$ cat src/rtl/rggen_rtl_pkg.sv
// Shared types for the register-block address decoder: response status codes
// and the access sequencer state encoding.
package rggen_rtl_pkg;

    typedef enum logic [1:0] {
        StatusOkay         = 2'd0,
        StatusDecodeError  = 2'd1,
        StatusTimeout      = 2'd2,
        StatusCommandError = 2'd3
    } rggen_status_e;

    typedef enum logic [1:0] {
        StIdle     = 2'd0,
        StAccess   = 2'd1,
        StResponse = 2'd2
    } rggen_state_e;

endpackage

$ cat src/rtl/rggen_address_window_match.sv
// Combinational hit detector for one inclusive address window with an optional
// shadow index compare.
module rggen_address_window_match #(
    parameter int unsigned                  ADDRESS_WIDTH      = 16,
    parameter int unsigned                  SHADOW_INDEX_WIDTH = 1,
    parameter logic [ADDRESS_WIDTH-1:0]     START_ADDRESS      = '0,
    parameter logic [ADDRESS_WIDTH-1:0]     END_ADDRESS        = '0,
    parameter bit                           USE_SHADOW_INDEX   = 1'b0,
    parameter logic [SHADOW_INDEX_WIDTH-1:0] SHADOW_INDEX_VALUE = '0
) (
    input  logic [ADDRESS_WIDTH-1:0]      address,
    input  logic [SHADOW_INDEX_WIDTH-1:0] shadow_index,
    output logic                          match
);

    // Range test as an unsigned offset compare; windows are expected to have end >= start.
    localparam logic [ADDRESS_WIDTH-1:0] SPAN = END_ADDRESS - START_ADDRESS;

    logic [ADDRESS_WIDTH-1:0] offset;
    logic                     address_hit;
    logic                     shadow_hit;

    always_comb begin
        offset = address - START_ADDRESS;
        if (START_ADDRESS == END_ADDRESS) begin
            address_hit = (address == START_ADDRESS);
        end else begin
            address_hit = (offset <= SPAN);
        end
        shadow_hit = !USE_SHADOW_INDEX || (shadow_index == SHADOW_INDEX_VALUE);
        match      = address_hit && shadow_hit;
    end

endmodule

$ cat src/rtl/rggen_address_decoder_array.sv
// N-window registered decoder: captures one host request, drives a one-hot select
// until the entry acks, then returns a one-cycle OKAY/decode/timeout/command status.
module rggen_address_decoder_array
    import rggen_rtl_pkg::*;
#(
    parameter int unsigned                              ADDRESS_WIDTH      = 16,
    parameter int unsigned                              REGISTERS          = 4,
    parameter logic [REGISTERS*ADDRESS_WIDTH-1:0]       START_ADDRESS      = '0,
    parameter logic [REGISTERS*ADDRESS_WIDTH-1:0]       END_ADDRESS        = '0,
    parameter logic [REGISTERS-1:0]                     USE_SHADOW_INDEX   = '0,
    parameter int unsigned                              SHADOW_INDEX_WIDTH = 1,
    parameter logic [REGISTERS*SHADOW_INDEX_WIDTH-1:0]  SHADOW_INDEX_VALUE = '0,
    parameter int unsigned                              TIMEOUT_CYCLES     = 16
) (
    input  logic                          clk,
    input  logic                          rst,
    input  logic                          i_valid,
    output logic                          o_ready,
    input  logic                          i_read,
    input  logic                          i_write,
    input  logic [ADDRESS_WIDTH-1:0]      i_address,
    input  logic [SHADOW_INDEX_WIDTH-1:0] i_shadow_index,
    output logic [REGISTERS-1:0]          o_select,
    output logic                          o_write,
    input  logic [REGISTERS-1:0]          i_ack,
    output logic                          o_response_valid,
    output logic [1:0]                    o_status
);

    localparam int unsigned COUNT_WIDTH  =
        (TIMEOUT_CYCLES > 0) ? $clog2(TIMEOUT_CYCLES + 1) : 1;
    localparam int unsigned TIMEOUT_LAST = (TIMEOUT_CYCLES > 0) ? TIMEOUT_CYCLES - 1 : 0;

    logic [REGISTERS-1:0] hit_raw;
    logic [REGISTERS-1:0] hit_onehot;

    for (genvar i = 0; i < REGISTERS; i++) begin : g_window
        rggen_address_window_match #(
            .ADDRESS_WIDTH      (ADDRESS_WIDTH),
            .SHADOW_INDEX_WIDTH (SHADOW_INDEX_WIDTH),
            .START_ADDRESS      (START_ADDRESS[i*ADDRESS_WIDTH+:ADDRESS_WIDTH]),
            .END_ADDRESS        (END_ADDRESS[i*ADDRESS_WIDTH+:ADDRESS_WIDTH]),
            .USE_SHADOW_INDEX   (USE_SHADOW_INDEX[i]),
            .SHADOW_INDEX_VALUE (SHADOW_INDEX_VALUE[i*SHADOW_INDEX_WIDTH+:SHADOW_INDEX_WIDTH])
        ) u_match (
            .address      (i_address),
            .shadow_index (i_shadow_index),
            .match        (hit_raw[i])
        );
    end

    // Overlapping windows resolve to the lowest index.
    always_comb begin
        hit_onehot = '0;
        for (int i = 0; i < REGISTERS; i++) begin
            if (hit_raw[i] && (hit_onehot == '0)) begin
                hit_onehot[i] = 1'b1;
            end
        end
    end

    rggen_state_e             state_q, state_d;
    rggen_status_e            status_q, status_d;
    logic [REGISTERS-1:0]     hit_q, hit_d;
    logic                     write_q, write_d;
    logic [COUNT_WIDTH-1:0]   count_q, count_d;

    always_comb begin
        state_d  = state_q;
        status_d = status_q;
        hit_d    = hit_q;
        write_d  = write_q;
        count_d  = count_q;
        case (state_q)
            StIdle: begin
                if (i_valid) begin
                    write_d = i_write;
                    count_d = '0;
                    if (i_read == i_write) begin
                        hit_d    = '0;
                        status_d = StatusCommandError;
                        state_d  = StResponse;
                    end else begin
                        hit_d   = hit_onehot;
                        state_d = StAccess;
                    end
                end
            end
            StAccess: begin
                if (hit_q == '0) begin
                    status_d = StatusDecodeError;
                    state_d  = StResponse;
                end else if ((i_ack & hit_q) != '0) begin
                    status_d = StatusOkay;
                    state_d  = StResponse;
                end else if ((TIMEOUT_CYCLES != 0) &&
                             (count_q == COUNT_WIDTH'(TIMEOUT_LAST))) begin
                    status_d = StatusTimeout;
                    state_d  = StResponse;
                end else begin
                    count_d = count_q + COUNT_WIDTH'(1);
                end
            end
            StResponse: state_d = StIdle;
            default:    state_d = StIdle;
        endcase
    end

    always_ff @(posedge clk) begin
        if (rst) begin
            state_q  <= StIdle;
            status_q <= StatusOkay;
            hit_q    <= '0;
            write_q  <= 1'b0;
            count_q  <= '0;
        end else begin
            state_q  <= state_d;
            status_q <= status_d;
            hit_q    <= hit_d;
            write_q  <= write_d;
            count_q  <= count_d;
        end
    end

    assign o_ready          = (state_q == StIdle);
    assign o_select         = (state_q == StAccess) ? hit_q : '0;
    assign o_write          = write_q;
    assign o_response_valid = (state_q == StResponse);
    assign o_status         = status_q;

endmodule

$ cat config.mk
export PLATFORM = sky130hd
export DESIGN_NAME = rggen_address_decoder_array
export DESIGN_NICKNAME = d
export VERILOG_FILES = /design/src/rtl/rggen_rtl_pkg.sv /design/src/rtl/rggen_address_window_match.sv /design/src/rtl/rggen_address_decoder_array.sv
export SDC_FILE = /design/constraint.sdc
export NUM_CORES = 1
export LEC_CHECK = 0
export CAP_MARGIN = 20
export CORE_MARGIN = 1
export CORE_UTILIZATION = 35
export DETAILED_ROUTE_END_ITERATION = 16
export GPL_ROUTABILITY_DRIVEN = 1
export GPL_TIMING_DRIVEN = 0
export PLACE_DENSITY = 0.67
export SYNTH_ARGS = -nofsm -noshare
export SYNTH_HDL_FRONTEND = slang
export SYNTH_HIERARCHICAL = 1
export SYNTH_SLANG_ARGS = --single-unit
$ cat constraint.sdc
create_clock -name clk -period 5.28 [get_ports clk]
set_input_delay 0.528 -clock clk [delete_from_list [all_inputs] [get_ports clk]]
set_output_delay 0.528 -clock clk [all_outputs]
set_load 0.02 [all_outputs]
==> results.txt <==
----------------------------------------------------
[Status]
  Run status ... finished, final reports clean

[Setup path]
  Worst path max stage delay ... 590 ps
  Highest fanout seen on the critical path ... 9
  Highest-delay cell along the critical path ... clkdlybuf4s50_1
  Data arrival, critical path ... ~1900 ps
  Reg-to-reg slack, setup ... about 3400 ps
  Worst flop-to-flop path startpoint ... count_q[0]$_SDFFE_PP0P_
  Worst setup path class ... register to output port
  Kind of cell adding the most delay to the critical path ... buffers and inverters
  R2R depth ... 6
  Destination of the worst register-to-register timing path ... count_q[0]$_SDFFE_PP0P_
  Critical Path Sink Type ... output port
  Critical-path cell list ... nor2b_1 -> clkbuf_1 -> and2_2 -> clkdlybuf4s50_1
  Startpoint class of the critical path ... register
  Data required time of the critical path ... between 4000 and 5000 ps
  Buf/Inv on CP ... 2

[Logic synthesis]
  Share of the yosys chip area belonging to registers ... 0.329
  Post-Synthesis Cells ... about 110
  Summed instance area of the synthesized netlist ... 851 µm²
  Prevailing post-synth register cell ... dfxtp_1
  Register bit total from synthesis ... 14
  Mean cell area of the mapped netlist ... 8.10 µm²
  Post-synth net total ... about 130
  Share of the synthesized area in the top cell type ... 0.329
  Synth cell count leaders ... nor4_1 (17), dfxtp_1 (14), nor2_1 (14)
  Number of enable flip-flop cells after synthesis ... 0
  Cell type contributing the most total cell area after synthesis ... dfxtp_1
  Dominant cell by count in the synthesized netlist ... nor4_1
  Number of different library cells in the post-synthesis netlist ... 35
  Post-synth ARST share ... 0
  Number of warnings reported in the yosys synthesis log ... 6
  Top area cells in the synthesized netlist ... dfxtp_1 (33%), nor4_1 (13%), nor2_1 (6.2%)

[Clock network]
  Clock-pin slew on the worst setup and hold paths ... 90 ps
  Buffer depth of the longest clock path ... 2
  Quantity of gates resized following cts ... 0
  Total clock buffers created by CTS ... 3
  Clock Tree Root ... clkbuf_4
  Maximum level of the CTS H-tree ... 1
  Count of clock tree sinks ... 14
  Post-CTS setup buffer count ... 0
  Post-CTS Hold Fix Bufs ... 0
  Worst-skew pair later-pin latency ... ~280 ps
  TritonCTS clock tree ... yes

[Finish]
  Utilization after layout ... 0.555
  Nets ... approximately 170
  Post-route cell area ... 1250 µm²
  # diodes ... 0
  Share of cells above drive strength 1 ... 0.0634
  Layout overhead on the synthesized area ... 47.2%
  Filler-free cell count of the finished design ... 170

[Die]
  DIE HEIGHT ... between 50 and 60 µm
  Initial Utilization ... 0.377
  Full die area ... around 2600 µm²
  IO Pins ... 35
  Std-Cell Core Area ... 2250 µm²
  X dimension of the die ... 51.3 µm
  Core Rows ... 17

[GRT]
  Wire length of the first global-routing pass ... 3540 µm
  Vias in the first global route ... between 800 and 900
  Final global-route overflow total ... 0
  Maximum number of pins on one net before global-route repair ... 11
  Global-route total usage across every layer ... 0.180
  Antenna violations before repair ... 0

[Route]
  Vias after detailed routing ... 951
  Number of iterations in the first detailed-routing pass ... 4
  Violation count after the first detailed-route iteration ... 20
  Total detailed-routing wirelength ... between 2000 and 2500 µm
  Antenna Nets Post-Route ... 0
  Average via count per standard cell ... 5.59
  Residual DRC count ... 0
  Average wire per standard cell ... around 13 µm

[Placed design]
  Final Wtd Congestion ... around 0.89
  DP Area ... approximately 1200 µm²
  Worst-case setup slack after placement ... between 3000 and 4000 ps
  Placed cell count ... 166
  Number of buffers added on ports ... 33
  Sum of net half-perimeters after detailed placement ... between 1500 and 2000 µm

[Pwr]
  Max VDD drop ... around 0.15 mV
  Power density over the cells ... 197 nW/µm²
  Static power due to leakage ... around 0.00043 µW

[Hold path]
  Hold WC Path Type ... register to register
  Destination of the worst hold path ... o_status[0]$_SDFFE_PP0P_
  Startpoint of the tightest hold check path ... o_status[0]$_SDFFE_PP0P_
  Count of cells along the worst hold path ... 2

[Timing]
  Unrepaired setup endpoints after global routing ... false
  Transition time of the tightest slew-check pin ... about 570 ps
  Final Skew ... ~6.6 ps
  Slew Limit Headroom ... 0.615
  Finish-stage setup viols ... 0
  Final critical-path share of the clock period ... 0.468
  Final critical-path required period ... about 2500 ps
  Max-slew violation total from the final report ... 0
  Final hold viol count ... 0
  Highest attainable clock frequency ... roughly 0.4 GHz
  Final critical-path setup slack ... 2810 ps
  Setup TNS Final ... 0 ps

[Flow run]
  Max-capacitance violation count ... 0

----------------------------------------------------
-- tightest hold or removal path, cell delays in order, from the launching register on --
cell      delay, ps
dfxtp_1         320
inv_1            50
a221oi_1         60
-- power by group --
group,internal [µW],total (µW),switching (µW)
Sequential,109,111,2.06
Clock,42.0,77.7,35.8
Combinational,30.4,57.8,27.4
-- cell families after synthesis --
logic type,synth area share
adders and majority gates,0.0294
and+or+nand+nor,0.397
buffers and inverters,0.0323
muxes,0.0118
AOI/OAI and AO/OA,0.190
DFF,0.329
xor gates and xnor gates,0.0103
-- area by class of cell --
type                    count  area, µm²
flip-flops and latches     14        280
inverters                   4       15.0
fillers                   238       1000
well taps                  28       35.0
repair buffers             33        330
clock buffers               4       36.3
plain buffers               3       12.5
multi-input cells          84        543
-- metrics by stage --
stage	hold slack [ps]	total power, µW
detailed placement	460	171
global placement	445	170
global route	521	262
CTS	476	249
floorplan	448	136
finish	472	246
-- cell usage in the layout, fill, tap and decap left out, types with 2 or more instances in the layout --
| master | count |
|---|---|
| o31ai_1 | 4 |
| inv_1 | 4 |
| clkdlybuf4s50_1 | 33 |
| and2_1 | 3 |
| clkbuf_1 | 2 |
| nor2_1 | 14 |
| nor3_1 | 2 |
| and4_1 | 4 |
| nand4b_1 | 3 |
| nor4_1 | 17 |
| and3_1 | 2 |
| dfxtp_1 | 14 |
| o21ai_0 | 4 |
| a22o_1 | 2 |
| ha_1 | 2 |
| clkbuf_4 | 3 |
| nand2b_1 | 2 |
| a21oi_1 | 7 |
-- registers in the layout, summed over array words and instances, names as in the netlist --
signal    cells
o_write       1
state_q       2
o_status      2
count_q       5
hit_q         4
-- metal layers --
| layer | up-vias | track usage | part of all wire |
|---|---|---|---|
| met5 | - | 0 | 0 |
| met4 | 0 | 0.0405 | 0.0068 |
| met3 | 2 | 0.0595 | 0.062 |
| met2 | 26 | 0.325 | 0.50 |
| met1 | 433 | 0.204 | 0.44 |
| li1 | 490 | - | - |
-- worst max-delay path by stage --
stage,from,to,depth (start not counted)
2_1_floorplan,count_q[0]$_SDFFE_PP0P_,count_q[0]$_SDFFE_PP0P_,6
3_3_place_gp,i_valid,count_q[2]$_SDFFE_PP0P_,6
3_5_place_dp,i_valid,count_q[3]$_SDFFE_PP0P_,6
4_1_cts,state_q[0]$_SDFFE_PP0P_,o_select[0],4
5_1_grt,state_q[0]$_SDFFE_PP0P_,o_select[0],4
6_report,state_q[0]$_SDFFE_PP0P_,o_select[0],4
Power figures use the tool's default switching activity.
